$ cat src/rtl/reg_file.sv
// Architectural register file with per-register ROB rename aliases and commit absorption.
// Optional same-cycle commit-to-read forwarding is enabled by defining REG_COMMIT_BYPASS_EN.
module reg_file #(
    parameter int REG_NUM  = 32,
    parameter int XLEN     = 32,
    parameter int ROB_ID_W = 4
) (
    input  logic                clk,
    input  logic                rst,
    input  logic                rdy,
    input  logic                rollback_signal,
    input  logic [4:0]          rs1_from_dsp,
    input  logic [4:0]          rs2_from_dsp,
    output logic [XLEN-1:0]     Vi_2dsp,
    output logic [XLEN-1:0]     Vj_2dsp,
    output logic [ROB_ID_W-1:0] Qi_2dsp,
    output logic [ROB_ID_W-1:0] Qj_2dsp,
    input  logic                rename_ena_from_dsp,
    input  logic [4:0]          rd_from_dsp,
    input  logic [ROB_ID_W-1:0] rename_id_from_dsp,
    input  logic                res_rdy_from_rob,
    input  logic [4:0]          regidx_from_rob,
    input  logic [XLEN-1:0]     res_from_rob,
    input  logic [ROB_ID_W-1:0] alias_from_rob
);

    logic [XLEN-1:0]     r_val   [REG_NUM];
    logic [ROB_ID_W-1:0] r_alias [REG_NUM];

    logic w_commit;
    logic w_rename;
    logic w_alias_match;

    assign w_commit      = res_rdy_from_rob && (regidx_from_rob != 5'd0);
    assign w_rename      = rename_ena_from_dsp && (rd_from_dsp != 5'd0);
    assign w_alias_match = (r_alias[regidx_from_rob] == alias_from_rob);

    // Rename is ordered after the alias clear so it wins on a same-register collision.
    always_ff @(posedge clk) begin
        if (rst) begin
            for (int unsigned i = 0; i < REG_NUM; i++) begin
                r_val[i]   <= '0;
                r_alias[i] <= '0;
            end
        end else if (rollback_signal) begin
            for (int unsigned i = 0; i < REG_NUM; i++) begin
                r_alias[i] <= '0;
            end
            if (w_commit) begin
                r_val[regidx_from_rob] <= res_from_rob;
            end
        end else if (rdy) begin
            if (w_commit) begin
                r_val[regidx_from_rob] <= res_from_rob;
                if (w_alias_match) begin
                    r_alias[regidx_from_rob] <= '0;
                end
            end
            if (w_rename) begin
                r_alias[rd_from_dsp] <= rename_id_from_dsp;
            end
        end
    end

`ifdef REG_COMMIT_BYPASS_EN
    logic w_hit1;
    logic w_hit2;

    assign w_hit1 = w_commit && (rs1_from_dsp == regidx_from_rob) && w_alias_match;
    assign w_hit2 = w_commit && (rs2_from_dsp == regidx_from_rob) && w_alias_match;

    always_comb begin
        Qi_2dsp = '0;
        Vi_2dsp = '0;
        Qj_2dsp = '0;
        Vj_2dsp = '0;
        if (rs1_from_dsp != 5'd0) begin
            Qi_2dsp = w_hit1 ? '0 : r_alias[rs1_from_dsp];
            Vi_2dsp = w_hit1 ? res_from_rob : r_val[rs1_from_dsp];
        end
        if (rs2_from_dsp != 5'd0) begin
            Qj_2dsp = w_hit2 ? '0 : r_alias[rs2_from_dsp];
            Vj_2dsp = w_hit2 ? res_from_rob : r_val[rs2_from_dsp];
        end
    end
`else
    always_comb begin
        Qi_2dsp = '0;
        Vi_2dsp = '0;
        Qj_2dsp = '0;
        Vj_2dsp = '0;
        if (rs1_from_dsp != 5'd0) begin
            Qi_2dsp = r_alias[rs1_from_dsp];
            Vi_2dsp = r_val[rs1_from_dsp];
        end
        if (rs2_from_dsp != 5'd0) begin
            Qj_2dsp = r_alias[rs2_from_dsp];
            Vj_2dsp = r_val[rs2_from_dsp];
        end
    end
`endif

endmodule

$ cat config.mk
export PLATFORM = sky130hd
export DESIGN_NAME = reg_file
export DESIGN_NICKNAME = d
export VERILOG_FILES = /design/src/rtl/reg_file.sv
export SDC_FILE = /design/constraint.sdc
export NUM_CORES = 2
export LEC_CHECK = 0
export BUFFER_PORTS_ARGS = -buffer_cell sky130_fd_sc_hd__buf_2
export CAP_MARGIN = 20
export CORE_MARGIN = 1.5
export CORE_UTILIZATION = 55
export DETAILED_ROUTE_END_ITERATION = 16
export GPL_TIMING_DRIVEN = 0
export PLACE_DENSITY = 0.71
export SETUP_SLACK_MARGIN = 0.05
export SLEW_MARGIN = 10
export SYNTH_ARGS = -nofsm -noshare
export SYNTH_HDL_FRONTEND = slang
export SYNTH_SLANG_ARGS = --single-unit
$ cat constraint.sdc
create_clock -name clk -period 7.5 [get_ports clk]
set_input_delay 0.75 -clock clk [delete_from_list [all_inputs] [get_ports clk]]
set_output_delay 0.75 -clock clk [all_outputs]
set_load 0.05 [all_outputs]
Word level (Yosys, flattened, before mapping)
Memory sizes are Yosys's and may differ from the RTL's.
Index checks and enable logic that the tools add are counted.
- equal/unequal tests: 1
- multiplexer cells: 70
- bitwise gates (word level): 33
- reduce and logical (&&, ||, !) cells: 9
- operator list (cell ; count):
    4-bit 2-to-1 mux ; 36
    32-bit 2-to-1 mux ; 4
    1-bit bitwise OR ; 33
    32-bit OR reduction ; 1
    1-bit 2-to-1 mux ; 27
    5-bit nonzero test ; 4
    5-bit 2-to-1 mux ; 3
    4-bit OR reduction ; 2
    4-bit equality test ; 1
    1-bit logical AND ; 2
- register bits: 0
- memory bits (writable): 1152
- input bits: 66
- output and inout port bits: 72
- logic and storage cells: 115
- memories: 2
- memories (memory ; depth ; width ; rd ports ; clocked after memory_dff ; write ports ; RTL line ; source):
    r_val ; 32 ; 32 ; 2 ; 0 ; 32 ; 27 ; logic [XLEN-1:0] r_val [REG_NUM];
    r_alias ; 32 ; 4 ; 3 ; 0 ; 32 ; 28 ; logic [ROB_ID_W-1:0] r_alias [REG_NUM];

Logic depth before layout (Yosys ltp)
- depth in word-level cells: 10
- gate-level depth with buffers: 11
- gate-level depth less buffers: 7

Least setup slack after synthesis
OpenSTA, ideal clock, no wires.
- path type: input to output
- from: input port rs1_from_dsp[1]
- to: output port Vi_2dsp[12]
- data arrival time: 2891 ps
- required time: 6750 ps
- path slack: 3859 ps
- stages: 7
- path buffers: 3
- path through: clkbuf_1 -> clkbuf_1 -> clkbuf_1 -> mux4_2 -> mux4_2 -> mux2i_1 -> nor2_1
- word-level cells in the longest chain between the ends: 2
- elaborated cells between the ends (all ways): 3
- classes of those cells: 1 x mux; 1 x reduce/logical; 1 x memory
- ends and longest elaborated chain (element ; RTL line ; source):
    from (decl) ; 12 ; input logic [4:0] rs1_from_dsp,
    memory read 32 x 32 bit / 5-bit nonzero test (equally long branches) ; - ;
    32-bit 2-to-1 mux (*) ; 92 ; if (rs1_from_dsp != 5'd0) begin
    to (decl) ; 14 ; output logic [XLEN-1:0] Vi_2dsp,
Every way passes the cells marked *; elsewhere a longest branch is shown, timed or not.

Worst setup path after layout
- from: input port rs2_from_dsp[1]
- to: output port Vj_2dsp[20]
- word-level cells in the longest chain between the ends: 2
- elaborated cells between the ends (all ways): 3
- classes of those cells: 1 x mux; 1 x reduce/logical; 1 x memory
- ends and longest elaborated chain (element ; RTL line ; source):
    from (decl) ; 13 ; input logic [4:0] rs2_from_dsp,
    memory read 32 x 32 bit / 5-bit nonzero test (equally long branches) ; - ;
    32-bit 2-to-1 mux (*) ; 96 ; if (rs2_from_dsp != 5'd0) begin
    to (decl) ; 15 ; output logic [XLEN-1:0] Vj_2dsp,
Marked as above.

==> results.py <==
metrics = {
    "run_status": {
        "status": "finished, final reports clean",
    },
    "sta": {
        "whs_ns": 0.3593,
        "slew_viol_final": 0,
        "period_needed_ns": 5.876,
        "skew_ns": 0.02112,
        "setup_viol_count_final": 0,
        "fin_tns_setup_ns": 0,
        "fin_crit_sh_pct": 78.35,
        "max_freq_ghz": 0.1702,
        "hold_violations": 0,
        "timing.slew.headroom_pct": 14.02,
        "worst_pin_slew_ns": 1.290,
        "rsz0062_at_grt": "false",
    },
    "floorplanning": {
        "io_pins": 138,
        "rows": 123,
        "die_w_um": 340.6,
        "dieArea_um2": 116000,
        "die_h_um": 340.6,
        "initial_utilization_pct": 55.58,
        "core_um2": 112800,
    },
    "pwr": {
        "p_clk_share_pct": 36.7,
        "power.switching_w": 0.004246,
        "p_leak_nw": 23.99,
        "p_int_w": 0.01151,
        "sw_frac_of_total_pct": 26.95,
        "seq_power_share_pct": 48.4,
        "p_total_w": 0.01576,
        "cellPowerDensity_nw_per_um2": 226.1,
        "ir_drop_mv": 0.2061,
        "p_comb_share_pct": 14.9,
    },
    "worst_setup_path": {
        "reg2reg_from": "r_alias[10][1]",
        "crit_type": "input port to output pin",
        "critPathArrivalTime_ns": 5.13,
        "ff2ff_path_depth": 8,
        "r2r_slack_ns": 3.77,
        "cp_max_fo": 10,
        "startpoint": "rs2_from_dsp[1]",
        "end_kind": "output pin",
        "worstPathRequired_ns": 6.75,
        "rr_endpoint": "r_alias[29][0]",
        "crit_path_start_kind": "input port",
    },
    "logic_synthesis": {
        "synth_cell_type_count": 36,
        "ys_warn_count": 0,
        "synthCells": 3908,
        "ys_seq_elements": 1152,
        "yosysSeqAreaShare_pct": 55.17,
        "synth.avg_cell_area_um2": 16.04,
        "synth_area_um2": 62700,
    },
    "clock_tree": {
        "cts_sinks": 1152,
        "htree_levels": 3,
        "clock_latency_ns": 0.75,
        "cts_tree": "built",
        "cts_resized": 0,
        "clk_pin_slew_ns": 0.06,
        "cts_root_buf": "clkbuf_16",
        "hold_buffers": 0,
        "postCtsSetupRepairBufs": 0,
        "cts_buffers": 120,
        "cts.path.max_buffers": 3,
    },
    "route": {
        "drt_iter0_drc": 7019,
        "detail-route-antenna-nets": 0,
        "wl_per_cell_um": 37.44,
        "firstDrtPassIters": 7,
        "num_vias": 40460,
        "vias_per_cell": 6.934,
        "wl_um": 218400,
        "drc_errors": 0,
    },
    "global_routing": {
        "grt_pass1_vias": 40120,
        "grt_use_total_pct": 37.79,
        "grt-ovfl-total": 0,
        "grt_pass1_wl_um": 300200,
        "antenna_found_initial": 20,
        "grt_max_degree": 33,
    },
    "final_layout": {
        "mostFrequentLayoutCells": "edfxtp_1 (1152), and2_1 (1119), mux4_2 (720), clkbuf_1 (335), buf_2 (194)",
        "fin_nets": 4300,
        "mostFrequentLayoutCell": "edfxtp_1",
        "layoutNonFillerInstCount": 5834,
        "area_delta_synth_final_pct": 11.19,
        "drive_above_1_share_pct": 26.95,
    },
    "hold_path": {
        "hold_depth": 2,
        "min-delay-start": "res_from_rob[11]",
        "hold_end": "r_val[10][11]",
        "hp-class": "input port to flop",
    },
    "placed_design": {
        "numPortBuffers": 126,
        "place_congestion": 0.9479,
        "placed_cells": 5599,
        "hpwlAfterDp_um": 155000,
    },
    "run": {
        "maxCapViolCount": 0,
    },
}
-- how the worst max path moves through the flow --
stage	endpoint	slack, ns
after global placement	Vi_2dsp[19]	1.42
after global routing	Vj_2dsp[20]	1.76
after CTS	Vj_2dsp[20]	1.74
after detailed placement	Vj_2dsp[20]	1.74
after floorplan	Vi_2dsp[12]	3.86
final	Vj_2dsp[20]	1.62
-- cells by family (layout without fill, tap and decap cells) --
kind of cell | Yosys count | count (layout) | synth area share [%]
AOI/OAI and AO/OA | 64 | 64 | 0.6685
xor gates and xnor gates | 3 | 3 | 0.04191
buffers and inverters | 409 | 796 | 2.666
DFF | 1152 | 1152 | 55.17
muxes | 856 | 856 | 28.03
other | 1 | 40 | 0.005981
and+or+nand+nor | 1423 | 1423 | 13.41
-- flip-flops by register name (all words and copies together), names as in the netlist --
register  cells
r_val      1024
r_alias     128
-- layout make-up --
cell class / instances / area (um2)
Fill cell: 8251 / 43090
Sequential cell: 1152 / 34590
Multi-Input combinational cell: 2382 / 26600
Clock buffer: 153 / 3127
Tap cell: 1500 / 1877
Buffer: 407 / 1680
Timing Repair Buffer: 169 / 1287
Clock inverter: 65 / 528.0
Antenna cell: 4 / 10.01
Inverter: 2 / 7.507
-- metal layers --
metal / vias up / track usage [%] / part of all wire (%)
met4: 10 / 15.91 / 4.9
met5: - / 0.6944 / 0.075
li1: 15770 / - / -
met2: 3221 / 58.44 / 46
met3: 614 / 14.62 / 15
met1: 20850 / 47.94 / 34
-- power by group through the flow --
| stage | logic, W | registers, W | clock network (W) |
|---|---|---|---|
| global placement | 0.00224 | 0.00772 | 0 |
| CTS | 0.00229 | 0.00761 | 0.00574 |
| detailed placement | 0.00228 | 0.00774 | 0 |
| floorplan | 0.00148 | 0.00766 | 0 |
| global route | 0.00239 | 0.00765 | 0.00598 |
| finish | 0.00235 | 0.00762 | 0.00578 |
-- through the flow --
step | instance area [um2] | setup slack, ns | util [%]
2_1_floorplan | 62830 | 3.859 | -
3_3_place_gp | 65340 | 1.421 | 57.92
3_5_place_dp | 65870 | 1.745 | 58.39
4_1_cts | 69530 | 1.737 | 61.63
5_1_grt | 69710 | 1.755 | 61.79
6_report | 69710 | 1.624 | 61.80
-- worst max-delay path: stages --
cell,delay [ns]
clkbuf_1,0.67
clkbuf_1,1.02
clkbuf_1,0.81
mux4_2,0.43
mux4_2,0.52
mux2i_1,0.58
nor2_1,0.08
buf_2,0.24
-- synthesized netlist by cell type (all sizes together) --
| library cell | n | area, um2 |
|---|---|---|
| nor2 | 175 | 656.9 |
| o2111ai | 1 | 8.760 |
| clkbuf | 309 | 1160 |
| inv | 2 | 7.510 |
| o21ai | 23 | 115.1 |
| nand2b | 4 | 25.02 |
| nand4bb | 4 | 45.04 |
| buf | 98 | 504.2 |
| xnor2 | 3 | 26.28 |
| or2 | 33 | 206.5 |
| o22ai | 32 | 200.2 |
| nand3 | 5 | 25.02 |
| mux4 | 720 | 16220 |
| and2 | 1119 | 7000 |
| or3 | 1 | 6.260 |
| or4bb | 2 | 22.52 |
| or4b | 4 | 40.04 |
| nand4b | 4 | 35.03 |
| nor3 | 4 | 25.02 |
| nor4 | 9 | 56.30 |
| mux2i | 136 | 1361 |
| nor2b | 8 | 50.05 |
| nand4 | 1 | 6.260 |
| conb | 1 | 3.750 |
| or4 | 3 | 26.27 |
| edfxtp | 1152 | 34590 |
| nand2 | 45 | 168.9 |
| o31ai | 8 | 95.09 |
| and3 | 2 | 12.51 |
(Power assumes the default switching activity.)
